<file path="src/rtl/core_kij_sequencer_if.sv">
// core_kij_sequencer_if: start/status handshake and the 34-bit core inst bus.
// The sequencer drives the master side; the core/bench sits on the slave side.
interface core_kij_sequencer_if;
  logic        start;
  logic        l0_o_full;
  logic        ofifo_o_valid;
  logic [33:0] inst;
  logic        busy;
  logic        done;
  logic [3:0]  kij;

  modport master (
    input  start, l0_o_full, ofifo_o_valid,
    output inst, busy, done, kij
  );

  modport slave (
    output start, l0_o_full, ofifo_o_valid,
    input  inst, busy, done, kij
  );
endinterface

</file>
<file path="src/rtl/core_kij_sequencer.sv">
// core_kij_sequencer: sequences one conv tile over all kij passes on the core inst bus.
// Optional SEQ_ACC_EN adds a pmem accumulate pass (ACC) after the last kij.
module core_kij_sequencer #(
  parameter int          COL     = 8,
  parameter int          ROW     = 8,
  parameter int          LEN_NIJ = 36,
  parameter int          LEN_KIJ = 9,
  parameter logic [10:0] W_BASE  = 11'h400,
  parameter logic [10:0] A_BASE  = 11'h000,
  parameter int          GAP     = 10
`ifdef SEQ_ACC_EN
  ,
  parameter int LEN_ONIJ     = 16,
  parameter int O_NI_DIM     = 4,
  parameter int A_PAD_NI_DIM = 6,
  parameter int KI_DIM       = 3
`endif
) (
  input logic                  clk,
  input logic                  reset,
  core_kij_sequencer_if.master bus
);

  localparam logic [33:0] IDLE_INST = 34'h1_800C_0000;

`ifdef SEQ_ACC_EN
  typedef enum logic [3:0] {
    S_IDLE, S_WL0, S_WPE, S_WGAP, S_AL0,
    S_EXE, S_PS, S_NXT, S_ACC, S_FIN
  } state_t;
`else
  typedef enum logic [3:0] {
    S_IDLE, S_WL0, S_WPE, S_WGAP, S_AL0,
    S_EXE, S_PS, S_NXT, S_FIN
  } state_t;
`endif

  state_t      r_st, w_ns;
  logic [7:0]  r_t, w_nt;
  logic [3:0]  r_kij, w_nkij;
  logic        r_adv, w_adv;
  logic        r_pend, w_pend;
  logic [33:0] r_inst, w_inst;
  logic        r_busy, r_done;
  logic [10:0] w_wbase, w_pbase;
`ifdef SEQ_ACC_EN
  logic [4:0]  r_o, w_no;
  logic [10:0] w_aa;
`endif

  // r_t/r_adv describe the cycle now on the bus; r_adv=0 means it was held
  always_comb begin
    w_ns   = r_st;
    w_nt   = r_t + 8'd1;
    w_nkij = r_kij;
`ifdef SEQ_ACC_EN
    w_no   = r_o;
`endif
    unique case (r_st)
      S_IDLE: begin
        w_nt = '0;
        if (bus.start) begin
          w_ns   = S_WL0;
          w_nkij = '0;
        end
      end
      S_WL0:
        if (r_t == 8'(COL)) begin
          w_ns = S_WPE;
          w_nt = '0;
        end
      S_WPE:
        if (r_t == 8'(COL - 1)) begin
          w_ns = S_WGAP;
          w_nt = '0;
        end
      S_WGAP:
        if (r_t == 8'(GAP - 1)) begin
          w_ns = S_AL0;
          w_nt = '0;
        end
      S_AL0:
        if (!r_adv) w_nt = r_t;
        else if (r_t == 8'(LEN_NIJ)) begin
          w_ns = S_EXE;
          w_nt = '0;
        end
      S_EXE:
        if (r_t == 8'(LEN_NIJ + ROW + COL - 1)) begin
          w_ns = S_PS;
          w_nt = '0;
        end
      S_PS:
        if (!r_adv) w_nt = r_t;
        else if (r_t == 8'(LEN_NIJ - 1)) begin
          w_ns = S_NXT;
          w_nt = '0;
        end
      S_NXT: begin
        w_nt = '0;
        if (r_kij == 4'(LEN_KIJ - 1)) begin
`ifdef SEQ_ACC_EN
          w_ns = S_ACC;
          w_no = '0;
`else
          w_ns = S_FIN;
`endif
        end else begin
          w_ns   = S_WL0;
          w_nkij = r_kij + 4'd1;
        end
      end
`ifdef SEQ_ACC_EN
      S_ACC:
        if (r_t == 8'(LEN_KIJ)) begin
          w_nt = '0;
          if (r_o == 5'(LEN_ONIJ - 1)) w_ns = S_FIN;
          else w_no = r_o + 5'd1;
        end
`endif
      S_FIN: begin
        w_ns   = S_IDLE;
        w_nt   = '0;
        w_nkij = '0;
      end
      default: w_ns = S_IDLE;
    endcase
    w_adv = 1'b1;
    if (w_ns == S_AL0) w_adv = !bus.l0_o_full;
    else if (w_ns == S_PS) w_adv = bus.ofifo_o_valid;
  end

  assign w_wbase = W_BASE + 11'(w_nkij) * 11'(COL);
  assign w_pbase = 11'(w_nkij) * 11'(LEN_NIJ);
`ifdef SEQ_ACC_EN
  assign w_aa = 11'(int'(w_no) / O_NI_DIM * A_PAD_NI_DIM
              + int'(w_no) % O_NI_DIM
              + int'(w_nt) / KI_DIM * A_PAD_NI_DIM
              + int'(w_nt) % KI_DIM
              + int'(w_nt) * LEN_NIJ);
`endif

  // xmem Q holds while CEN=1, so a stalled read's l0_wr just waits
  always_comb begin
    w_inst = IDLE_INST;
    w_pend = 1'b0;
    unique case (w_ns)
      S_WL0: begin
        if (w_nt < 8'(COL)) begin
          w_inst[19]   = 1'b0;
          w_inst[17:7] = w_wbase + 11'(w_nt);
          w_pend       = 1'b1;
        end
        w_inst[2] = r_pend;
      end
      S_WPE: begin
        w_inst[3] = 1'b1;
        w_inst[0] = 1'b1;
      end
      S_AL0:
        if (!w_adv) begin
          w_inst[17:7] = r_inst[17:7];
          w_pend       = r_pend;
        end else begin
          if (w_nt < 8'(LEN_NIJ)) begin
            w_inst[19]   = 1'b0;
            w_inst[17:7] = A_BASE + 11'(w_nt);
            w_pend       = 1'b1;
          end
          w_inst[2] = r_pend;
        end
      S_EXE: begin
        w_inst[3] = 1'b1;
        w_inst[1] = 1'b1;
      end
      S_PS: begin
        w_inst[30:20] = w_pbase + 11'(w_nt);
        if (w_adv) begin
          w_inst[6]  = 1'b1;
          w_inst[32] = 1'b0;
          w_inst[31] = 1'b0;
        end
      end
`ifdef SEQ_ACC_EN
      S_ACC: begin
        if (w_nt < 8'(LEN_KIJ)) begin
          w_inst[32]    = 1'b0;
          w_inst[30:20] = w_aa;
        end
        w_inst[33] = (w_nt != 8'd0);
      end
`endif
      default: ;
    endcase
  end

  always_ff @(posedge clk or posedge reset) begin
    if (reset) begin
      r_st   <= S_IDLE;
      r_t    <= '0;
      r_kij  <= '0;
      r_adv  <= 1'b0;
      r_pend <= 1'b0;
      r_inst <= IDLE_INST;
      r_busy <= 1'b0;
      r_done <= 1'b0;
`ifdef SEQ_ACC_EN
      r_o    <= '0;
`endif
    end else begin
      r_st   <= w_ns;
      r_t    <= w_nt;
      r_kij  <= w_nkij;
      r_adv  <= w_adv;
      r_pend <= w_pend;
      r_inst <= w_inst;
      r_busy <= (w_ns != S_IDLE) && (w_ns != S_FIN);
      r_done <= (w_ns == S_FIN);
`ifdef SEQ_ACC_EN
      r_o    <= w_no;
`endif
    end
  end

  assign bus.inst = r_inst;
  assign bus.busy = r_busy;
  assign bus.done = r_done;
  assign bus.kij  = r_kij;

endmodule
</file>
<file path="src/flat_wrapper.sv">
// flat-port wrapper written by rule: the top's interface ports become plain ports
module core_kij_sequencer_flat 
#(
  parameter int          COL     = 8,
  parameter int          ROW     = 8,
  parameter int          LEN_NIJ = 36,
  parameter int          LEN_KIJ = 9,
  parameter logic [10:0] W_BASE  = 11'h400,
  parameter logic [10:0] A_BASE  = 11'h000,
  parameter int          GAP     = 10

)
  (clk, reset, bus_start, bus_l0_o_full, bus_ofifo_o_valid, bus_inst, bus_busy, bus_done, bus_kij);
  core_kij_sequencer_if bus_i ();
  input logic clk;
  input logic reset;
  input wire logic [$bits(bus_i.start)-1:0] bus_start;
  input wire logic [$bits(bus_i.l0_o_full)-1:0] bus_l0_o_full;
  input wire logic [$bits(bus_i.ofifo_o_valid)-1:0] bus_ofifo_o_valid;
  output wire logic [$bits(bus_i.inst)-1:0] bus_inst;
  output wire logic [$bits(bus_i.busy)-1:0] bus_busy;
  output wire logic [$bits(bus_i.done)-1:0] bus_done;
  output wire logic [$bits(bus_i.kij)-1:0] bus_kij;
  assign bus_i.start = bus_start;
  assign bus_i.l0_o_full = bus_l0_o_full;
  assign bus_i.ofifo_o_valid = bus_ofifo_o_valid;
  assign bus_inst = bus_i.inst;
  assign bus_busy = bus_i.busy;
  assign bus_done = bus_i.done;
  assign bus_kij = bus_i.kij;
  core_kij_sequencer #(.COL(COL), .ROW(ROW), .LEN_NIJ(LEN_NIJ), .LEN_KIJ(LEN_KIJ), .W_BASE(W_BASE), .A_BASE(A_BASE), .GAP(GAP)) u_core (.clk(clk), .reset(reset), .bus(bus_i));
endmodule
</file>
<file path="config.mk">
export PLATFORM = sky130hd
export DESIGN_NAME = core_kij_sequencer_flat
export DESIGN_NICKNAME = d
export VERILOG_FILES = /design/src/rtl/core_kij_sequencer_if.sv /design/src/rtl/core_kij_sequencer.sv /design/src/flat_wrapper.sv
export SDC_FILE = /design/constraint.sdc
export NUM_CORES = 1
export LEC_CHECK = 0
export BUFFER_PORTS_ARGS = -buffer_cell sky130_fd_sc_hd__buf_2
export CAP_MARGIN = 20
export CORE_ASPECT_RATIO = 2
export CORE_MARGIN = 2
export CORE_UTILIZATION = 30
export CTS_BUF_LIST = sky130_fd_sc_hd__clkbuf_4 sky130_fd_sc_hd__clkbuf_8 sky130_fd_sc_hd__clkbuf_16
export CTS_CLUSTER_DIAMETER = 120
export DETAILED_ROUTE_END_ITERATION = 6
export PLACE_DENSITY_LB_ADDON = 0.25
export SLEW_MARGIN = 10
export SYNTH_ARGS = -nofsm -noshare
export SYNTH_HDL_FRONTEND = slang
export SYNTH_SLANG_ARGS = --single-unit
</file>
<file path="constraint.sdc">
create_clock -name clk -period 10.5 [get_ports clk]
set_clock_uncertainty 0.2 [all_clocks]
set_input_delay 1.575 -clock clk [delete_from_list [all_inputs] [get_ports clk]]
set_output_delay 1.575 -clock clk [all_outputs]
set_load 0.02 [all_outputs]
</file>
Yosys cells after proc, flatten, opt, wreduce, memory -nomap -nowiden
Cells that the tools add are included.
Widths: inputs -> output; s select.
- flip-flop bits (word level): 50
- output and inout port bits: 40
- word-level logic and storage cells: 92
- multiply operators: 1
- equality and inequality tests: 23
- mux-type cells: 46
- order comparisons: 2
- reduce and logical (&&, ||, !) cells: 6
- add/subtract/negate cells: 5
- operators with widths (kind ; number):
    $mux 8 ; 9
    $pmux 8 s7 ; 1
    $mux 4 ; 12
    $pmux 4 s8 ; 1
    $eq 4x3->1 const B ; 7
    $eq 8x6->1 const B ; 3
    $mux 11 ; 2
    $pmux 11 s2 ; 1
    $eq 8x4->1 const B ; 2
    $mux 1 ; 14
    $mux 13 ; 1
    $eq 4x2->1 const B ; 3
    $eq 4x4->1 const B ; 3
    $pmux 4 s3 ; 1
    $add 10x8->11 ; 1
    $add 11x7->11 const A ; 1
    $add 11x8->11 ; 1
    $add 8x1->8 const B ; 1
    $eq 4x1->1 const B ; 2
    $eq 8x3->1 const B ; 1
    $lt 8x4->1 const B ; 1
    $lt 8x6->1 const B ; 1
    $mul 4x4->8 const B ; 1
    $pmux 1 s2 ; 3
    other kinds (10) ; 10

Longest topological paths before layout
- depth in word-level cells: 9
- mapped depth: 17
- depth with buffers taken out: 17

Least setup slack after synthesis
Ideal clock, no wire load.
- path kind: input port to flip-flop
- from: input port bus_start
- to: register u_core.r_inst[29], in the netlist u_core.bus.inst[29]
- setup time: 0.084 ns
- arrival: 3.905 ns
- stages on the path: 13
- path buffers: 0
- required time: 10.216 ns
- slack: 6.311 ns
- cell sequence: nor2_1 -> o21a_1 -> a21o_1 -> a21oi_1 -> inv_1 -> ha_1 -> ha_1 -> ha_1 -> ha_1 -> inv_1 -> o21bai_1 -> a211o_1 -> a31oi_1
- cells in the longest elaborated chain, start to end: 5
- elaborated cells between the ends (all ways): 8
- those cells by class: 1 x add/sub; 1 x mul; 1 x eq/ne; 5 x mux
- RTL lines (what ; line ; text):
    start, declared ; flat_wrapper.sv:17 ; input wire logic [$bits(bus_i.start)-1:0] bus_start;
    $mux 4 ; core_kij_sequencer.sv:62 ; if (bus.start) begin
    $pmux 4 s3 ; core_kij_sequencer.sv:59 ; unique case (r_st)
    via u_core.w_nkij[3] ; core_kij_sequencer.sv:40 ; logic [3:0] r_kij, w_nkij;
    $mul 4x4->8 ; core_kij_sequencer.sv:134 ; assign w_pbase = 11'(w_nkij) * 11'(LEN_NIJ);
    $add 10x8->11 ; core_kij_sequencer.sv:177 ; w_inst[30:20] = w_pbase + 11'(w_nt);
    $mux 13 ; core_kij_sequencer.sv:147 ; unique case (w_ns)
    via u_core.w_inst[29] ; core_kij_sequencer.sv:43 ; logic [33:0] r_inst, w_inst;
    end signal, assigned ; core_kij_sequencer.sv:216 ; r_inst <= w_inst;
    end, declared ; core_kij_sequencer.sv:43 ;
The timed path passes the listed nets, and every way through them passes these cells.
A chain may end at the register's enable or synchronous reset.

Worst setup path after layout
- from: register u_core.r_t[1]
- to: register u_core.r_inst[28], in the netlist u_core.bus.inst[28]
- cells in the longest elaborated chain, start to end: 6
- elaborated cells between the ends (all ways): 28
- those cells by class: 2 x add/sub; 7 x eq/ne; 19 x mux
- RTL lines (what ; line ; text):
    start, declared ; core_kij_sequencer.sv:39 ; logic [7:0] r_t, w_nt;
    start signal, assigned ; core_kij_sequencer.sv:212 ; r_t <= w_nt;
    $add 8x1->8 (tied with other cells) ; core_kij_sequencer.sv:54 ; w_nt = r_t + 8'd1;
    $mux 8 (on tied branches) ; core_kij_sequencer.sv:95, core_kij_sequencer.sv:84 ;
    $mux 8 (on tied branches) ; core_kij_sequencer.sv:94, core_kij_sequencer.sv:83 ;
    $pmux 8 s7 (*) ; core_kij_sequencer.sv:59 ;
    via u_core.w_nt[2] ; core_kij_sequencer.sv:39 ;
    $add 10x8->11 (*) ; core_kij_sequencer.sv:177 ;
    $mux 13 (*) ; core_kij_sequencer.sv:147 ;
    via u_core.w_inst[28] ; core_kij_sequencer.sv:43 ;
The timed path passes the listed nets; every way through them passes the cells marked *.

==> run_results.csv <==
group,metric,value,unit
logic_synthesis,number_of_enable_flip_flop_cells_after_synthesis,0,
worst_setup_path,start_kind,"flop",
worst_setup_path,critical_path.n_buffers_inverters,0,
floorplan,dieWidth,76.38,microns
hold_path,hold_class,"reg2reg",
worst_setup_path,cp-end-kind,"flop",
logic_synthesis,synth_cell_types,76,
drt,drtIter0Drc,99,
finish,fillerInstances,1101,
logic_synthesis,syn_avg_cell_area,9.701,sq um
placed_design,port-buffer-count,39,
drt,vias_per_cell,5.134,
timing,maxClockFrequency,227.1,MHz
worst_setup_path,critPathMaxFanout,9,
floorplan,floorplan.core_area,10150,sq um
cts,cts-htree-levels,2,
logic_synthesis,ys_async_sr_fraction,1.000,
global_routing,grt_start_max_net_pins,49,
pwr,power.density_cell_area,159.5,nW/um^2
timing,timing.final.hold_violations,0,
floorplan,row_count,52,
pwr,peakVddDrop,0.1101,mV
drt,drtPass1Iterations,4,
drt,antenna_violating_nets_post_route,0,
cts,cts_inserted_buffers,5,
drt,dr_total_vias,2526,
worst_setup_path,critical_path.slowest_cell,"sky130_fd_sc_hd__or4b_4",
finish,flow.area_growth_from_synthesis,14.21,%
cts,clk_pin_slew,60,ps
worst_setup_path,timing.critical_path.arrival,4370,ps
cts,max-clock-path-buffers,2,
global_routing,grt.total_usage,0.1539,
logic_synthesis,syn_area,3143,sq um
worst_setup_path,worst_path_largest_cell_delay,520,ps
worst_setup_path,worst-endpoint-required,10470,ps
timing,tightest_slew,776.3,ps
global_routing,number_of_global_route_vias_before_repair,2609,
job,max_cap_viol_count,0,
drt,detail_route.drc_violations,0,
placed_design,gp_congestion,0.8830,
cts,cts_num_sinks,48,
logic_synthesis,yosysTopAreaCellShare,0.3662,
drt,routed_wl,8409,microns
timing,report.final.setup_viol,0,
floorplan,initial_standard_cell_utilization_of_the_core,0.3097,
logic_synthesis,synthesis.yosys.warnings,0,
worst_setup_path,critPathTopFamily,"compound AO/OA/AOI/OAI gates",
cts,clock_tree.root_cell,"sky130_fd_sc_hd__clkbuf_16",
timing,min_period,4402,ps
finish,diodes,0,
finish,fin_nets,381,
global_routing,grt_antenna_before_repair,0,
floorplan,boundaryPins,45,
cts,clk-insertion-delay-late,290,ps
cts,tritoncts,"done",
placed_design,dp_hpwl,6696,microns
logic_synthesis,synth.yosys.seq_area_share,0.3830,
status,status,"finished, final reports clean",
cts,cts.repair.resized,0,
cts,cts_hold_fix_bufs,0,
global_routing,grt-ovfl-total,0,
timing,setup_total_negative_slack,0,ps
worst_setup_path,setup.worst_path.class,"reg2reg",
logic_synthesis,cell_count_after_synthesis,324,
floorplan,die_height,148.8,microns
timing,final_max_slew_viol_count,0,
floorplan,floorplan.die_area,11360,sq um
timing,timing.final.crit_share,0.4193,
pwr,leakage,1.718,nW
timing,grt_setup_unrepaired,"false",
worst_setup_path,crit_path_cell_trace,"ha_1 > or4b_4 > o31ai_4 > o211ai_2 > a21oi_2 > nor2_1 > or2_2 > ha_1 > fa_1 > a21o_1 > a21oi_1 > nor2b_1 > o21ai_0 > nand2b_1 > xnor2_1 > nor2_1",
finish,final_layout_size_suffix_gt1_frac,0.2213,
pwr,finalPower,0.0005726,W
logic_synthesis,ys_ff_latch,48,
drt,route.detailed.wl_per_inst,17.09,microns
logic_synthesis,synth_ff_type,"sky130_fd_sc_hd__dfrtp_1",
cts,cts_post_setup_buffers_inserted,0,
logic_synthesis,synthDominantAreaCellType,"sky130_fd_sc_hd__dfrtp_1",
logic_synthesis,yosys-top-cells-area,"sky130_fd_sc_hd__dfrtp_1 (37%), sky130_fd_sc_hd__ha_1 (7.2%), sky130_fd_sc_hd__nand2_1 (3.3%), sky130_fd_sc_hd__nor2_1 (2.4%), sky130_fd_sc_hd__o21ai_0 (2.4%)",
timing,max_slew_margin,0.4770,
global_routing,grt_pass1_wl,13500,microns
## logic make-up (layout without fill, tap and decap cells)
group,count (synthesis),in the layout,synth area share
adder cells (fa/ha/maj),20,20,0.08440
other,2,5,0.002389
buffers and inverters,38,68,0.05812
flip-flops,48,48,0.3830
multiplexers,3,3,0.01035
AO/OA/AOI/OAI,78,78,0.1903
XOR/XNOR,10,10,0.02786
AND/OR/NAND/NOR,125,125,0.2436
## power breakdown
part	internal [W]	leakage [nW]	switching (W)
sequential	0.000200	0.620	0.0000294
combinational	0.0000641	1.01	0.0000939
clock	0.000115	0.0843	0.0000705
## synth_stat cells (all sizes together), types with 2 or more instances
cell type   n
o21bai      3
nor4b       2
nor3       10
and2        6
nand2b      7
xor2        4
or2         3
dfstp       2
buf        16
nor3b       2
o21ai      18
nor2b       3
a21o        6
nand2      29
ha         18
or3         5
nand4bb     2
and3b       3
mux2        2
o21a        2
clkbuf      3
or4         2
and3        5
nand3       8
o211a       3
nor2       20
conb        2
xnor2       6
a31oi       5
fa          2
dfrtp      46
a21oi      15
o211ai      4
a32oi       5
nand3b      2
inv        19
or3b        2
and4bb      2
nand4       4
o31ai       3
nor4        3
a221o       2
o311ai      2
## worst reg2reg max path, stage by stage (launching register included)
cell,delay (ps)
sky130_fd_sc_hd__dfrtp_1,440
sky130_fd_sc_hd__ha_1,360
sky130_fd_sc_hd__or4b_4,520
sky130_fd_sc_hd__o31ai_4,270
sky130_fd_sc_hd__o211ai_2,160
sky130_fd_sc_hd__a21oi_2,350
sky130_fd_sc_hd__nor2_1,100
sky130_fd_sc_hd__or2_2,330
sky130_fd_sc_hd__ha_1,240
sky130_fd_sc_hd__fa_1,410
sky130_fd_sc_hd__a21o_1,200
sky130_fd_sc_hd__a21oi_1,170
sky130_fd_sc_hd__nor2b_1,80
sky130_fd_sc_hd__o21ai_0,140
sky130_fd_sc_hd__nand2b_1,100
sky130_fd_sc_hd__xnor2_1,160
sky130_fd_sc_hd__nor2_1,50
## flip-flops by register name (all words and copies together), names as in the netlist
signal and count:
u_core.bus.busy 1, u_core.bus.done 1, u_core.bus.inst 28, u_core.bus.kij 4
u_core.r_adv 1, u_core.r_pend 1, u_core.r_st 4, u_core.r_t 8
## placed cells by master, fill, tap and decap left out, drive strengths merged, types with 4 or more instances in the layout
master | synthesis | final
a21o | 6 | 6
a21oi | 15 | 15
a31oi | 5 | 5
a32oi | 5 | 5
and2 | 6 | 6
and3 | 5 | 5
buf | 16 | 41
clkbuf | 3 | 6
conb | 2 | 5
dfrtp | 46 | 46
ha | 18 | 18
inv | 19 | 19
nand2 | 29 | 29
nand2b | 7 | 7
nand3 | 8 | 8
nand4 | 4 | 4
nor2 | 20 | 20
nor3 | 10 | 10
o211ai | 4 | 4
o21ai | 18 | 18
or3 | 5 | 5
xnor2 | 6 | 6
xor2 | 4 | 4
## stage by stage
step | worst slack, ps | util | area [sq um] | instances | hold WS, ps
3_3_place_gp | 6046 | 0.3372 | 3422 | 484 | 263.6
5_1_grt | 5749 | 0.3537 | 3590 | 492 | 306.0
6_report | 6098 | 0.3537 | 3590 | 492 | 277.7
2_1_floorplan | 6311 | - | 3154 | 327 | 304.8
3_5_place_dp | 5936 | 0.3372 | 3422 | 484 | 269.0
4_1_cts | 6074 | 0.3537 | 3590 | 492 | 285.0
## metal layers
layer	track usage	share of wire	vias up
li1	-	-	1228
met1	0.1520	0.37	1235
met2	0.3031	0.57	46
met3	0.01513	0.018	17
met4	0.09091	0.043	0
met5	0	0	-
## worst paths after layout
kind                                                  from                               to  slack [ps]  depth (start not counted)
min                        u_core.bus.inst[17]$_DFFE_PP0P_  u_core.bus.inst[17]$_DFFE_PP0P_         280                          2
max                                u_core.r_t[1]$_DFF_PP0_    u_core.bus.inst[28]$_DFF_PP0_        6100                         16
min in group asynchronous                            reset     u_core.bus.inst[6]$_DFF_PP0_        1230                          3
max in group asynchronous                            reset         u_core.r_st[2]$_DFF_PP0_        8440                          3
min reg2reg                u_core.bus.inst[17]$_DFFE_PP0P_  u_core.bus.inst[17]$_DFFE_PP0P_         280                          2
max reg2reg                        u_core.r_t[1]$_DFF_PP0_    u_core.bus.inst[28]$_DFF_PP0_        6100                         16
## final cells by class
class,count,area (sq um),share of cell area
Tap cell,135,168.9,0.04705
Multi-Input combinational cell,241,1768,0.4925
Clock inverter,2,35.03,0.009760
Inverter,19,71.32,0.01987
Timing Repair Buffer,41,210.2,0.05856
Sequential cell,48,1204,0.3353
Clock buffer,6,132.6,0.03695
Note: power is estimated with default switching activity, not from simulation.
